### src/rtl/mmcm_drp_responder_pkg.sv
// Shared DRP definitions for the MMCM DRP responder, the DRP master and the bench.
package mmcm_drp_pkg;

  localparam int unsigned DRP_ADDR_W = 7;
  localparam int unsigned DRP_DATA_W = 16;
  localparam int unsigned DRP_DEPTH  = 128;

  typedef logic [DRP_ADDR_W-1:0] drp_addr_t;
  typedef logic [DRP_DATA_W-1:0] drp_data_t;

  typedef enum logic [1:0] {
    IDLE,
    BUSY,
    RESP
  } drp_resp_state_t;

endpackage

### src/rtl/mmcm_drp_responder_if.sv
// DRP bus between a reconfiguration master and the MMCM DRP port.
interface mmcm_drp_responder_if;
  import mmcm_drp_pkg::*;

  logic      den;
  logic      dwe;
  drp_addr_t daddr;
  drp_data_t din;
  drp_data_t dout;
  logic      drdy;

  modport master (
    output den,
    output dwe,
    output daddr,
    output din,
    input  dout,
    input  drdy
  );

  modport slave (
    input  den,
    input  dwe,
    input  daddr,
    input  din,
    output dout,
    output drdy
  );

endinterface

### src/rtl/mmcm_drp_responder_lock.sv
// Lock model: locked rises after rst_mmcm has been low for LOCK_CYCLES edges.
module mmcm_lock_model #(
  parameter int unsigned LOCK_CYCLES = 64
) (
  input  logic clk,
  input  logic reset,
  input  logic rst_mmcm,
  output logic locked
);

  localparam logic [16:0] LOCK_TGT = 17'(LOCK_CYCLES);

  logic [16:0] lock_cnt;

  // Count edges with rst_mmcm low; lock on the edge the count reaches LOCK_CYCLES.
  always_ff @(posedge clk) begin
    if (reset || rst_mmcm) begin
      lock_cnt <= '0;
      locked   <= 1'b0;
    end else if (!locked) begin
      lock_cnt <= lock_cnt + 17'd1;
      if (lock_cnt + 17'd1 == LOCK_TGT) begin
        locked <= 1'b1;
      end
    end
  end

endmodule

### src/rtl/mmcm_drp_responder.sv
// DRP target emulating the MMCM_ADV/PLL_ADV DRP port: 128x16 register file,
// fixed drdy latency, lock model, backdoor observation and protocol-error flag.
module mmcm_drp_responder
  import mmcm_drp_pkg::*;
#(
  parameter int unsigned DRDY_LATENCY = 4,
  parameter int unsigned LOCK_CYCLES  = 64,
  parameter logic [15:0] INIT_VAL     = 16'h0000,
  parameter bit          DEN_HOLD     = 1'b1
) (
  input  logic                        clk,
  input  logic                        reset,
  mmcm_drp_responder_if.slave         drp,
  input  logic                        rst_mmcm,
  output logic                        locked,
  input  drp_addr_t                   obs_addr,
  output drp_data_t                   obs_data,
  output logic [15:0]                 wr_count,
  output logic                        proto_err
);

  localparam logic [3:0] LAT_LOAD = 4'(DRDY_LATENCY - 1);

  drp_resp_state_t state, state_nxt;
  logic            accept;
  logic            err_set;
  logic [3:0]      lat_cnt;
  drp_addr_t       cap_addr;
  logic            cap_we;
  drp_data_t       cap_din;
  drp_data_t       dout_q;
  drp_data_t       mem [DRP_DEPTH];

  // State register.
  always_ff @(posedge clk) begin
    if (reset) begin
      state <= IDLE;
    end else begin
      state <= state_nxt;
    end
  end

  // Next-state, request acceptance and protocol-error detection.
  // BUSY leaves on lat_cnt==1: the decrement in that cycle takes the counter
  // to zero, so the loaded DRDY_LATENCY-1 yields drdy exactly DRDY_LATENCY
  // cycles after acceptance.
  always_comb begin
    state_nxt = state;
    accept    = 1'b0;
    err_set   = 1'b0;
    case (state)
      IDLE: begin
        if (drp.den) begin
          accept    = 1'b1;
          state_nxt = (DRDY_LATENCY == 1) ? RESP : BUSY;
        end
      end
      BUSY: begin
        if (lat_cnt == 4'd1) begin
          state_nxt = RESP;
        end
        err_set = drp.den && !DEN_HOLD;
      end
      RESP: begin
        state_nxt = IDLE;
        err_set   = drp.den && !DEN_HOLD;
      end
      default: state_nxt = IDLE;
    endcase
  end

  // Capture registers, latency counter, held read data, write count, error flag.
  always_ff @(posedge clk) begin
    if (reset) begin
      cap_addr  <= '0;
      cap_we    <= 1'b0;
      cap_din   <= '0;
      lat_cnt   <= '0;
      dout_q    <= '0;
      wr_count  <= '0;
      proto_err <= 1'b0;
    end else begin
      if (accept) begin
        cap_addr <= drp.daddr;
        cap_we   <= drp.dwe;
        cap_din  <= drp.din;
        lat_cnt  <= LAT_LOAD;
      end else if (state == BUSY) begin
        lat_cnt <= lat_cnt - 4'd1;
      end
      if (err_set) begin
        proto_err <= 1'b1;
      end
      if (state == RESP) begin
        dout_q <= mem[cap_addr];
        if (cap_we) begin
          wr_count <= wr_count + 16'd1;
        end
      end
    end
  end

  // Register file; every entry returns to INIT_VAL on reset.
  always_ff @(posedge clk) begin
    if (reset) begin
      for (int unsigned i = 0; i < DRP_DEPTH; i++) begin
        mem[i] <= INIT_VAL;
      end
    end else if (state == RESP && cap_we) begin
      mem[cap_addr] <= cap_din;
    end
  end

  // DRP response: pre-write data during RESP, last response held otherwise.
  always_comb begin
    drp.drdy = 1'b0;
    drp.dout = dout_q;
    if (state == RESP) begin
      drp.drdy = 1'b1;
      drp.dout = mem[cap_addr];
    end
  end

  // Backdoor observation, free of side effects.
  always_comb begin
    obs_data = mem[obs_addr];
  end

  mmcm_lock_model #(
    .LOCK_CYCLES(LOCK_CYCLES)
  ) u_lock (
    .clk      (clk),
    .reset    (reset),
    .rst_mmcm (rst_mmcm),
    .locked   (locked)
  );

endmodule
### src/flat_wrapper.sv
// flat-port wrapper written by rule: the top's interface ports become plain ports
module mmcm_drp_responder_flat import mmcm_drp_pkg::*;
#(
  parameter int unsigned DRDY_LATENCY = 4,
  parameter int unsigned LOCK_CYCLES  = 64,
  parameter logic [15:0] INIT_VAL     = 16'h0000,
  parameter bit          DEN_HOLD     = 1'b1
)
  (clk, reset, rst_mmcm, locked, obs_addr, obs_data, wr_count, proto_err, drp_den, drp_dwe, drp_daddr, drp_din, drp_dout, drp_drdy);
  mmcm_drp_responder_if drp_i ();
  input  logic clk;
  input  logic reset;
  input  logic rst_mmcm;
  output logic locked;
  input  drp_addr_t obs_addr;
  output drp_data_t obs_data;
  output logic [15:0] wr_count;
  output logic proto_err;
  input wire logic [$bits(drp_i.den)-1:0] drp_den;
  input wire logic [$bits(drp_i.dwe)-1:0] drp_dwe;
  input wire logic [$bits(drp_i.daddr)-1:0] drp_daddr;
  input wire logic [$bits(drp_i.din)-1:0] drp_din;
  output wire logic [$bits(drp_i.dout)-1:0] drp_dout;
  output wire logic [$bits(drp_i.drdy)-1:0] drp_drdy;
  assign drp_i.den = drp_den;
  assign drp_i.dwe = drp_dwe;
  assign drp_i.daddr = drp_daddr;
  assign drp_i.din = drp_din;
  assign drp_dout = drp_i.dout;
  assign drp_drdy = drp_i.drdy;
  mmcm_drp_responder #(.DRDY_LATENCY(DRDY_LATENCY), .LOCK_CYCLES(LOCK_CYCLES), .INIT_VAL(INIT_VAL), .DEN_HOLD(DEN_HOLD)) u_core (.clk(clk), .reset(reset), .drp(drp_i), .rst_mmcm(rst_mmcm), .locked(locked), .obs_addr(obs_addr), .obs_data(obs_data), .wr_count(wr_count), .proto_err(proto_err));
endmodule
### config.mk
export PLATFORM = sky130hd
export DESIGN_NAME = mmcm_drp_responder_flat
export DESIGN_NICKNAME = d
export VERILOG_FILES = /design/src/rtl/mmcm_drp_responder_pkg.sv /design/src/rtl/mmcm_drp_responder_if.sv /design/src/rtl/mmcm_drp_responder_lock.sv /design/src/rtl/mmcm_drp_responder.sv /design/src/flat_wrapper.sv
export SDC_FILE = /design/constraint.sdc
export NUM_CORES = 2
export LEC_CHECK = 0
export BUFFER_PORTS_ARGS = -buffer_cell sky130_fd_sc_hd__buf_2
export CAP_MARGIN = 10
export CORE_UTILIZATION = 56
export CTS_CLUSTER_DIAMETER = 80
export DETAILED_ROUTE_END_ITERATION = 6
export PLACE_DENSITY_LB_ADDON = 0.08
export SETUP_SLACK_MARGIN = 0.15
export SLEW_MARGIN = 20
export SYNTH_ARGS = -nofsm -noshare
export SYNTH_HDL_FRONTEND = slang
export SYNTH_SLANG_ARGS = --single-unit
export TNS_END_PERCENT = 100
### constraint.sdc
create_clock -name clk -period 4.4 [get_ports clk]
set_clock_uncertainty 0.2 [all_clocks]
set_input_delay 0.44 -clock clk [delete_from_list [all_inputs] [get_ports clk]]
set_output_delay 0.44 -clock clk [all_outputs]
set_load 0.005 [all_outputs]
==> summary.txt <==
Outcome
  – Status: finished with violations
  – Failing checks: setup timing

Drt
  – Post-Route WL: 409 mm
  – DR pass1 iterations: 6
  – Avg WL per Cell: around 38 µm
  – Final ANT Viol Nets: 0
  – DRC: 0
  – Initial DRC count: about 12,000
  – DR vias/cell: between 7 and 8
  – Vias: roughly 75,000

Power
  – Overall power: just under 50 mW
  – Cell Pwr Density: approximately 380 nW/µm²
  – Leak pwr: ~46 nW
  – VDD IR max: between 0.0004 and 0.0005 V

Timing
  – RSZ-0062 raised after global routing: true
  – Tmin final: 4530 ps
  – Final WS setup: -126 ps
  – Fin crit share: 1.03
  – Endpoints failing setup: 10
  – Slew headroom: 0.186
  – Hold Vio Cnt, Final: 0
  – Slew @ Worst Pin: about 1200 ps
  – Maximum clock frequency: 221 MHz
  – Total Neg Setup Slack: -723 ps
  – Final Slew Violations: 0
  – Hold WS: a little over 80 ps

Final layout
  – Design area: 130,000 µm²
  – Nets: roughly 7,900
  – Synth-to-Final Area Change: 14.4%
  – Share of cells above drive strength 1: 0.307
  – # fillers: 14,300

Worst hold path
  – Min-Delay Path Class: in -> reg

Synthesis
  – Syn Area/Cell: 15.0 µm²
  – Synth cell types: 77
  – Async set-reset flop share out of synthesis: 0
  – Post-synthesis sequential area ratio: 0.555
  – Syn Std Cell Area: 114,000 µm²
  – Syn nets: roughly 7,600
  – Cells after Synth: 7,606
  – Main synth FF type: edfxtp_1
  – Post-synth EDFFs: slightly above 2,000
  – #FFs+latches synth: roughly 2,100
  – Yosys warnings: 0

GRT
  – Largest net degree at the start of global routing: 87
  – Vias in the first global route: about 70,000
  – GRT Overall Usage: 0.399
  – Antenna violations before repair: 31
  – Remaining Overflow, GRT: 0
  – First-pass GRT wire length: between 500 and 600 mm

Critical path
  – Worst Setup End Kind: output port
  – Crit path max fanout: 11
  – Crit path kind: reg -> out
  – Worst EP required: 3760 ps
  – Startpoint Class: flop
  – Data arrival, critical path: approximately 3900 ps

Clock network
  – Insertion delay to the later sink of the worst-skew pair: about 900 ps
  – H-tree depth: 4
  – CTS Buf Count: 221
  – Clk buf depth: 3
  – Clk Tree Root Cell: clkbuf_16
  – CTS tree: yes
  – Worst-path clk slew: ~60 ps
  – CTS sink count: 2,135

Floorplanning
  – Rows: about 170
  – Die Y: 453 µm
  – Die width: 453 µm
  – Std-Cell Core Area: between 200,000 and 250,000 µm²
  – Die area: approximately 210,000 µm²
  – I/O Pins: 86
  – Starting Density: 0.564

Placed design
  – Area post-placement: ~120,000 µm²
  – Dpl ws: -104 ps
  – Final Wtd Congestion: between 1 and 1.5
  – Hpwl dp: 274 mm
  – # port buffers: 84

Run
  – Max-Cap Viols: 0
path summary, 6_finish.rpt:
kind	slack [ps]	cells after the start	start	endpoint
worst max-delay path	-130	13	flop	drp_dout[8]
worst min register to register	300	2	u_core.dout_q[5]	u_core.dout_q[5]
worst min-delay path	80	3	drp_din[6]	u_core.cap_din[6]
worst max register to register	670	9	u_core.state[0]	u_core.mem[121][11]
cells by family (layout without fill, tap and decap cells):
group | after synthesis | count (layout) | share of synthesized area
AND/OR/NAND/NOR | 2703 | 2703 | 0.138
flip-flops | 2135 | 2135 | 0.555
multiplexers | 1336 | 1336 | 0.235
buffers and inverters | 795 | 1209 | 0.0336
AO/OA/AOI/OAI | 598 | 598 | 0.0355
XOR/XNOR | 34 | 34 | 0.00261
adder cells (fa/ha/maj) | 4 | 4 | 0.000439
other | 1 | 13 | 0.0000329
synth_stat cells, types with 18 or more instances:
cell type	n	area (µm²)
a211oi_1	33	248
a21oi_1	64	320
a221oi_1	27	236
a22o_1	41	359
a22oi_1	71	533
a31oi_1	36	225
and2_1	2055	12900
buf_1	26	97.6
buf_2	128	641
buf_4	49	368
buf_6	25	282
clkbuf_1	527	1980
dfxtp_1	87	1740
edfxtp_1	2048	61500
mux2_2	37	417
mux2i_1	244	2440
mux4_1	31	815
mux4_2	1024	23100
nand2_1	198	743
nand3_1	79	395
nor2_1	226	848
nor2b_1	18	113
nor3_1	46	230
o21ai_0	162	811
o221ai_1	30	263
o22ai_1	51	319
xor2_1	21	184
sequential cells by signal (all words and copies together) (netlist names), named ones only:
signal,count
u_core.mem,2048
u_core.u_lock.lock_cnt,17
u_core.cap_din,16
u_core.dout_q,16
u_core.wr_count,16
u_core.cap_addr,7
u_core.lat_cnt,4
u_core.state,2
u_core.cap_we,1
u_core.u_lock.locked,1
cells in the final DEF, fill, tap and decap left out, types with 15 or more instances in the layout:
cell type	instances
dfxtp_4	20
o221ai_1	26
buf_6	57
clkbuf_16	230
a211oi_1	31
nand3_4	15
nand2_1	187
clkinv_2	52
mux2_2	37
nor2_2	44
clkbuf_1	46
a21oi_1	53
xor2_1	21
and2_1	2054
dfxtp_1	66
a22oi_1	61
nor3_1	35
o21ai_1	81
edfxtp_1	2048
dlygate4sd3_1	27
mux4_2	1032
o22ai_1	37
buf_2	70
buf_4	495
bufinv_16	19
a22o_1	38
a31oi_1	25
mux4_1	23
nor2_1	179
o21ai_0	29
clkinv_1	45
o21ai_2	38
mux2i_1	223
nand3_1	57
buf_12	94
buf_16	24
a221oi_1	23
metrics by stage:
step           instances   util
6_report           10700  0.645
5_1_grt            10700  0.645
4_1_cts            10700  0.640
3_5_place_dp       10200  0.593
3_3_place_gp       10200  0.592
2_1_floorplan       7606      -
metal layers:
metal,routed length [µm],up-vias,global-route usage,part of all wire
li1,-,29700,-,-
met1,146000,38900,0.545,0.36
met2,177000,5902,0.568,0.43
met3,57700,967,0.125,0.14
met4,27600,14,0.223,0.068
met5,91,-,0,0.00022
area by class of cell:
type                    count  area (µm²)  share of cell area
flip-flops and latches   2135       63300               0.486
multi-input cells        4676       48500               0.372
repair buffers            788        8000              0.0614
clock buffers             277        5900              0.0452
well taps                2672        3340              0.0257
clock inverters           131        1190             0.00917
inverters                  13        68.8            0.000528
diodes                     12        30.0            0.000230
worst max-delay path, stage by stage (launching register included):
cell and delay, ps:
dfxtp_4 490, buf_6 160, buf_12 110, clkbuf_16 170, buf_4 130, buf_4 200, buf_4 180, nand2_1 60
a31oi_2 370, a21oi_2 150, buf_4 190, nand4b_1 380, nand3_4 250, buf_6 120
power breakdown:
part           switching (mW)  internal, mW  leakage [nW]
Sequential              0.697          22.9          21.9
Combinational            4.23          2.85          20.6
Clock                    8.27          10.6          3.49
Total                    13.2          36.3          45.9
timing repair:
| item | in CTS | in global routing |
|---|---|---|
| hold buffers | 27 | 0 |
| pin swaps | 48 | 32 |
| buffers inserted | 55 | 31 |
| endpoints found under the setup margin | 27 | 44 |
| gates resized for setup | 269 | 75 |
| cloned | 14 | 4 |
| hold endpoints to repair | 57 | 0 |
No activity file was read; power rests on OpenSTA's default activity.
